[src/rtl/i2s_tx.sv]
// rtl/i2s_tx.sv - I2S transmitter: stereo sample FIFO, SCK/WS divider, one-bit-delayed serializer.
module i2s_tx #(
  parameter int CLK_DIV    = 8,
  parameter int DATA_W     = 24,
  parameter int FIFO_DEPTH = 4
) (
  input  logic                          clk,
  input  logic                          reset,
  input  logic                          enable,
  input  logic                          sample_valid,
  output logic                          sample_ready,
  input  logic [DATA_W-1:0]             left_in,
  input  logic [DATA_W-1:0]             right_in,
  output logic                          SCK,
  output logic                          WS,
  output logic                          SD,
  output logic                          frame_start,
  output logic                          underrun,
  output logic [$clog2(FIFO_DEPTH):0]   fifo_level
);
  localparam int DIV_W = (CLK_DIV > 1) ? $clog2(CLK_DIV) : 1;
  localparam int PTR_W = (FIFO_DEPTH > 1) ? $clog2(FIFO_DEPTH) : 1;
  localparam int LVL_W = $clog2(FIFO_DEPTH) + 1;
  localparam int SH_W  = 2 * DATA_W;
  localparam int IDX_W = $clog2(SH_W);

  typedef enum logic [1:0] {IDLE, RUN, DRAIN} state_t;

  state_t            state;
  logic [DIV_W-1:0]  div_cnt;
  logic [5:0]        bit_cnt;
  logic [SH_W-1:0]   shadow;
  logic [SH_W-1:0]   mem [FIFO_DEPTH];
  logic [PTR_W-1:0]  wr_ptr;
  logic [PTR_W-1:0]  rd_ptr;
  logic [LVL_W-1:0]  count;

  logic              push;
  logic              pop;
  logic              div_wrap;
  logic              fall_evt;
  logic              frame_end;
  logic              load;
  logic [5:0]        next_bit;
  logic [IDX_W-1:0]  sd_idx;
  logic              next_sd;

  assign sample_ready = (count != LVL_W'(FIFO_DEPTH));
  assign push         = sample_valid && sample_ready;
  assign div_wrap     = (state != IDLE) && (div_cnt == DIV_W'(CLK_DIV - 1));
  assign fall_evt     = div_wrap && SCK;
  assign next_bit     = bit_cnt + 6'd1;
  // A draining transmitter stops on the falling edge that closes bit 63 instead of loading a frame.
  assign frame_end    = fall_evt && (bit_cnt == 6'd63) && (state == DRAIN) && !enable;
  assign load         = fall_evt && (next_bit == 6'd0) && !frame_end;
  assign pop          = load && (count != '0);
  assign fifo_level   = count;

  always_comb begin
    next_sd = 1'b0;
    sd_idx  = '0;
    if (next_bit != 6'd0 && next_bit <= 6'(DATA_W)) begin
      sd_idx  = IDX_W'(SH_W - int'(next_bit));
      next_sd = shadow[sd_idx];
    end else if (next_bit >= 6'd33 && next_bit <= 6'(32 + DATA_W)) begin
      sd_idx  = IDX_W'(32 + DATA_W - int'(next_bit));
      next_sd = shadow[sd_idx];
    end
  end

  always_ff @(posedge clk) begin
    if (push) mem[wr_ptr] <= {left_in, right_in};
  end

  always_ff @(posedge clk) begin
    if (reset) begin
      state       <= IDLE;
      div_cnt     <= '0;
      bit_cnt     <= 6'd63;
      SCK         <= 1'b0;
      WS          <= 1'b0;
      SD          <= 1'b0;
      frame_start <= 1'b0;
      underrun    <= 1'b0;
      shadow      <= '0;
      wr_ptr      <= '0;
      rd_ptr      <= '0;
      count       <= '0;
    end else begin
      frame_start <= 1'b0;
      underrun    <= 1'b0;
      if (push) wr_ptr <= wr_ptr + 1'b1;
      if (pop)  rd_ptr <= rd_ptr + 1'b1;
      count <= count + LVL_W'(push) - LVL_W'(pop);

      case (state)
        IDLE: begin
          div_cnt <= '0;
          bit_cnt <= 6'd63;
          SCK     <= 1'b0;
          WS      <= 1'b0;
          SD      <= 1'b0;
          if (enable) state <= RUN;
        end
        default: begin
          div_cnt <= div_wrap ? '0 : div_cnt + 1'b1;
          if (div_wrap) SCK <= ~SCK;
          if (frame_end) begin
            state <= IDLE;
            WS    <= 1'b0;
            SD    <= 1'b0;
          end else begin
            if (state == RUN && !enable)      state <= DRAIN;
            else if (state == DRAIN && enable) state <= RUN;
            if (fall_evt) begin
              bit_cnt <= next_bit;
              WS      <= next_bit[5];
              SD      <= next_sd;
            end
            if (load) begin
              frame_start <= 1'b1;
              if (count != '0) begin
                shadow <= mem[rd_ptr];
              end else begin
                shadow   <= '0;
                underrun <= 1'b1;
              end
            end
          end
        end
      endcase
    end
  end
endmodule
[config.mk]
export PLATFORM = sky130hd
export DESIGN_NAME = i2s_tx
export DESIGN_NICKNAME = d
export VERILOG_FILES = /design/src/rtl/i2s_tx.sv
export SDC_FILE = /design/constraint.sdc
export NUM_CORES = 1
export LEC_CHECK = 0
export CAP_MARGIN = 20
export CELL_PAD_IN_SITES_DETAIL_PLACEMENT = 0
export CELL_PAD_IN_SITES_GLOBAL_PLACEMENT = 2
export CORE_ASPECT_RATIO = 0.7
export CORE_MARGIN = 8
export CORE_UTILIZATION = 47
export DETAILED_ROUTE_END_ITERATION = 8
export DONT_BUFFER_PORTS = 1
export PLACE_DENSITY_LB_ADDON = 0.1
export SLEW_MARGIN = 20
export SYNTH_ARGS = -nofsm -noshare
export SYNTH_HDL_FRONTEND = slang
export SYNTH_SLANG_ARGS = --single-unit
[constraint.sdc]
create_clock -name clk -period 4.2 [get_ports clk]
set_clock_uncertainty 0.2 [all_clocks]
set_input_delay 0.42 -clock clk [delete_from_list [all_inputs] [get_ports clk]]
set_output_delay 0.42 -clock clk [all_outputs]
set_load 0.03 [all_outputs]
==> results of run 1 <==
-- cells by family (layout without fill, tap and decap cells) --
group,after synthesis,after routing
DFF,265,265
and+or+nand+nor,139,139
AOI/OAI and AO/OA,88,88
muxes,72,72
buffers and inverters,51,122
adders and majority gates,11,11
xor gates and xnor gates,10,10
-- area by class of cell --
class | count | area share, %
flip-flops and latches | 265 | 59.6
multi-input cells | 320 | 25.2
inverters | 10 | 0.309
well taps | 282 | 2.91
repair buffers | 68 | 5.49
clock buffers | 33 | 5.49
clock inverters | 11 | 0.939
-- power breakdown --
part	internal (uW)	switching [uW]
Combinational	174	289
Sequential	3020	64.7
Clock	1240	915
-- Yosys cell counts (7+ instances only) --
cell type    n  share of area (%)
o21ai_0      7               0.33
nor2_1      51                1.8
clkbuf_1    15               0.53
inv_1        9               0.32
mux2i_1     14                1.3
ha_1        10                1.2
nand2_1     15               0.53
xnor2_1      8               0.67
a22o_1      18                1.5
dfxtp_1     73                 14
buf_2       15               0.71
mux4_2      54                 12
nor3b_1     32                2.3
a21oi_1     38                1.8
edfxtp_1   192                 55
-- layer usage --
layer	track usage, %	share of wire, %	wire length, um
met2	23.9	48	9880
met3	2.90	3.9	813
met1	21.6	47	9750
met5	0	0.067	14
met4	3.82	1.6	343
-- stage by stage --
stage               power (uW)  setup slack [ns]  hold slack (ns)  instances
finish                    5700             0.481           0.0506        989
global route              5920             0.177           0.0235        989
CTS                       5780             0.479           0.0154        988
detailed placement        3560             0.474            0.232        891
global placement          3540             0.686            0.216        891
floorplan                 3400              1.24            0.208        636
-- registers in the layout (all words and copies together), names as in the netlist, named ones only --
name and count:
shadow 48, state 2, WS 1, underrun 1, wr_ptr 2, mem 192
div_cnt 3, bit_cnt 6, fifo_level 3, SD 1, SCK 1, rd_ptr 2
frame_start 1
-- what timing repair did --
action | CTS | global route
hold buffers | 53 | 0
setup endpoints to repair | 0 | 0
endpoints found under the hold margin | 241 | 0
-- worst paths after layout --
| kind | slack [ns] | end | startpoint | depth (start not counted) |
|---|---|---|---|---|
| worst max register to register | 0.48 | SD$_SDFFE_PP0P_ | bit_cnt[0]$_SDFFE_PP1P_ | 8 |
| worst min register to register | 0.24 | div_cnt[0]$_SDFF_PP0_ | div_cnt[0]$_SDFF_PP0_ | 1 |
| worst max-delay path | 0.48 | SD$_SDFFE_PP0P_ | bit_cnt[0]$_SDFFE_PP1P_ | 8 |
| worst min-delay path | 0.05 | mem[1][43]$_DFFE_PP_ | sample_valid | 1 |
==> impl_metrics.json, run 1 <==
{
  "clockBufferDepth": 3,
  "crit_type": "reg -> reg",
  "worst_pin_slew_ns": 0.732,
  "drt_iter0_drc": 304,
  "coreArea_sq_mm": 0.0218,
  "powerDensity_mw_per_mm2": 470,
  "ir_drop_mv": 0.348,
  "timing.final.hold_violations": 0,
  "grt_start_max_net_pins": 64,
  "crit_path_cell_trace": "clkinv_1 -> ha_1 -> mux4_1 -> mux2i_1 -> mux2i_1 -> mux2_2 -> a22oi_1 -> o21ai_1",
  "die_area_sq_mm": 0.0275,
  "cts_tree": "done",
  "grt_pass1_wl_um": 33000,
  "post_drt_wl_per_cell_um": 21.0,
  "path_buf_inv": 1,
  "overflow": 0,
  "period_share_pct": 88.5,
  "drcViolationCount": 0,
  "synthSimpleGateAreaFrac_pct": 7.37,
  "synth-seq-area-share_pct": 68.6,
  "routed_wirelength_um": 20800,
  "final_common_cell": "edfxtp_1",
  "regArea_sq_mm": 0.00723,
  "cts_root_buffer": "clkbuf_16",
  "end_kind": "flip-flop",
  "synth.avg_cell_area_sq_um": 16.6,
  "io_pins": 61,
  "routabilityCongestion": 0.801,
  "worstHoldPathType": "in -> reg",
  "async_flop_share_pct": 0,
  "syn-num-nets": 699,
  "synth_seq_cells": 265,
  "syn_inst": 636,
  "detailed_place_hpwl_um": 13200,
  "final_cell_mix": "edfxtp_1, dfxtp_1, mux4_2, dlygate4sd3_1, nor2_1",
  "multi_input_area_sq_mm": 0.00306,
  "setup_violations": 0,
  "synth_edf_count": 192,
  "grt_pass1_vias": 5624,
  "crit_required_ns": 4.42,
  "post_cts_buffers": 0,
  "htree_levels": 1,
  "num_vias": 5545,
  "clock-sinks": 265,
  "stdcell_area_sq_mm": 0.0121,
  "synth.area.mux_share_pct": 13.7,
  "worstPathMaxFanout": 16,
  "postLayoutCoreUtil_pct": 55.5,
  "synth_compound_area_share_pct": 5.51,
  "diodes": 0,
  "drive_gt1_share_pct": 16.5,
  "die_w_um": 195,
  "synthXorXnorAreaFrac_pct": 0.832,
  "initial_core_util_pct": 48.2,
  "maxCapViolCount": 0,
  "slew_headroom_pct": 51.2,
  "clk_pin_slew_ns": 0.07,
  "fin_tns_setup_ns": 0,
  "slew_violations": 0,
  "die_h_um": 141,
  "leakage_uw": 0.00410,
  "synth_cell_types": 59,
  "viasPerCell": 5.61,
  "crit_top_cell": "mux2i_1",
  "cts_resized": 0,
  "yosys_most_used_dff": "edfxtp_1",
  "clk-insertion-delay-late_ns": 0.52,
  "max_freq_mhz": 269,
  "portBuffers": 0,
  "status": "complete, no violations",
  "fin_crit_ns": 3.72,
  "slowest_stage": "ha_1",
  "synthAdderAreaFrac_pct": 1.38,
  "crit_family": "multiplexers",
  "n_fill_cell": 1702,
  "critPathLaunchType": "flip-flop",
  "ant_nets": 0,
  "synth_top_family_by_area": "multiplexers",
  "synth_area_sq_mm": 0.0105,
  "antenna_found_initial": 1,
  "rsz0062_at_grt": "false",
  "cts_buffers": 25,
  "area_growth_pct": 15.2,
  "yosys_warnings": 0,
  "grtUsageTotal_pct": 15.2,
  "rows": 45,
  "postPlaceCellArea_sq_mm": 0.0108,
  "slowest_delay_ns": 0.76,
  "cp_data_arrival_time_ns": 3.94,
  "nNetsFinal": 753,
  "dr.pass1.iters": 4
}
Power figures use the tool's default switching activity.
==> run 2: changes to the inputs <==
Settings changed: SKIP_CTS_REPAIR_TIMING set to 1.
==> run 2 against run 1 <==
Against the previous run:
- global-route usage shrank 0.23 points
- non-clock buffer count shrank 3
- cell area shrank 0.25%
- critical path depth is the same
- critical path type unchanged
- largest cell class unchanged
==> impl_metrics.json, run 2 (same netlist as run 1, synthesis figures left out) <==
{
  "cts_root_buffer": "clkbuf_16",
  "slowest_stage": "ha_1",
  "diodes": 0,
  "r2r_cells": 8,
  "crit_family": "multiplexers",
  "routabilityCongestion": 0.801,
  "initial_core_util_pct": 48.2,
  "rr_endpoint": "SD$_SDFFE_PP0P_",
  "slew_violations": 0,
  "overflow": 0,
  "cts_tree": "done",
  "fin_tns_setup_ns": 0,
  "rows": 45,
  "crit_type": "reg -> reg",
  "startpoint": "bit_cnt[0]$_SDFFE_PP1P_",
  "end_kind": "flip-flop",
  "drcViolationCount": 0,
  "drt_iter0_drc": 317,
  "clkPwrFrac_pct": 37.9,
  "clk_pin_slew_ns": 0.07,
  "die_area_sq_mm": 0.0275,
  "p_switching_uw": 1280,
  "leakage_uw": 0.00409,
  "area_growth_pct": 14.9,
  "multi_input_area_sq_mm": 0.00306,
  "final_cell_mix": "edfxtp_1, dfxtp_1, mux4_2, nor2_1, dlygate4sd3_1",
  "crit_path_cell_trace": "clkinv_1 -> ha_1 -> mux4_1 -> mux2i_1 -> mux2i_1 -> mux2_2 -> a22oi_1 -> o21ai_1",
  "r2r_slack_ns": 0.49,
  "ant_nets": 0,
  "fin_ws_ns": 0.490,
  "cts_buffers": 25,
  "final.hold.worst_slack_ns": 0.00734,
  "regArea_sq_mm": 0.00723,
  "slew_headroom_pct": 51.1,
  "timing.final.hold_violations": 0,
  "grtUsageTotal_pct": 15.0,
  "rsz0062_at_grt": "false",
  "worst_pin_slew_ns": 0.733,
  "totalPowerFinal_uw": 5710,
  "portBuffers": 0,
  "worstPathMaxFanout": 16,
  "io_pins": 61,
  "combPwrFrac_pct": 8.1,
  "worstHoldPathType": "in -> reg",
  "p_int_uw": 4430,
  "powerDensity_mw_per_mm2": 472,
  "final_common_cell": "edfxtp_1",
  "grt_pass1_vias": 5412,
  "critPathLaunchType": "flip-flop",
  "dr.pass1.iters": 4,
  "drive_gt1_share_pct": 16.6,
  "n_fill_cell": 1711,
  "antenna_found_initial": 0,
  "cp_data_arrival_time_ns": 3.93,
  "num_vias": 5523,
  "period_share_pct": 88.3,
  "ir_drop_mv": 0.349,
  "grt_start_max_net_pins": 64,
  "reg_top3": "mem (192), shadow (48), bit_cnt (6)",
  "fin_crit_ns": 3.71,
  "preCtsSetupSlack_ns": 0.474,
  "detailed_place_hpwl_um": 13200,
  "crit_required_ns": 4.42,
  "maxCapViolCount": 0,
  "clockBufferDepth": 3,
  "largest_reg_flops": 192,
  "die_h_um": 141,
  "slowest_delay_ns": 0.75,
  "regToRegStartpoint": "bit_cnt[0]$_SDFFE_PP1P_",
  "clk-insertion-delay-late_ns": 0.53,
  "routed_wirelength_um": 20900,
  "grt_pass1_wl_um": 32300,
  "crit_top_cell": "mux2i_1",
  "swShare_pct": 22.4,
  "max_freq_mhz": 270,
  "htree_levels": 1,
  "path_buf_inv": 1,
  "regMostFlops": "mem",
  "setup_violations": 0,
  "clock-sinks": 265,
  "post_drt_wl_per_cell_um": 21.2,
  "cp.depth": 8,
  "viasPerCell": 5.60,
  "coreArea_sq_mm": 0.0218,
  "nNetsFinal": 750,
  "seqPwrFrac_pct": 54.0,
  "die_w_um": 195,
  "status": "complete, no violations",
  "endpoint": "SD$_SDFFE_PP0P_"
}
run 2: metal layers:
layer / part of all wire, % / wire length [um] / up-vias / track usage, %
met4: 1.9 / 402 / 0 / 3.66
met2: 47 / 9850 / 89 / 23.5
met5: 0 / 0 / - / 0
met1: 47 / 9760 / 2814 / 20.9
met3: 4.4 / 921 / 32 / 3.64
li1: - / - / 2588 / -
run 2: worst min path at each step:
| stage | cells past startpoint | startpoint | to | slack, ns |
|---|---|---|---|---|
| floorplan | 1 | div_cnt[0]$_SDFF_PP0_ | div_cnt[0]$_SDFF_PP0_ | 0.21 |
| global placement | 1 | div_cnt[0]$_SDFF_PP0_ | div_cnt[0]$_SDFF_PP0_ | 0.22 |
| detailed placement | 1 | div_cnt[0]$_SDFF_PP0_ | div_cnt[0]$_SDFF_PP0_ | 0.23 |
| CTS | 1 | reset | shadow[2]$_SDFFE_PP0P_ | -0.26 |
| global route | 2 | reset | shadow[20]$_SDFFE_PP0P_ | 0.004 |
| finish | 2 | reset | shadow[2]$_SDFFE_PP0P_ | 0.007 |
run 2: worst register-to-register path, delay by kind of cell, from the launching register on:
kind,cells,cell delay (ns)
AO/OA/AOI/OAI,2,0.28
buffers and inverters,1,0.41
adder cells (fa/ha/maj),1,0.75
multiplexers,4,1.26
flip-flops,1,0.70
run 2: layout make-up:
type	count	area share (%)
sequential	265	59.8
clock buffer	33	5.50
tap	282	2.92
multi-input combinational	320	25.3
clock inverter	11	0.941
timing repair buffer	65	5.25
inverter	10	0.310
run 2: metrics by stage:
| step | std cells | util [%] | cell area [sq um] |
|---|---|---|---|
| 4_1_cts | 935 | 53.0 | 11600 |
| 6_report | 986 | 55.4 | 12100 |
| 3_5_place_dp | 891 | 49.4 | 10800 |
| 3_3_place_gp | 891 | 49.4 | 10800 |
| 2_1_floorplan | 636 | - | 10500 |
| 5_1_grt | 986 | 55.4 | 12100 |
run 2: power groups by stage:
stage	sequential, uW	combinational (uW)	clock, uW
3_5_place_dp	3140	413	0
5_1_grt	3100	507	2320
4_1_cts	3090	414	2220
3_3_place_gp	3130	412	0
2_1_floorplan	3130	275	0
6_report	3080	463	2160
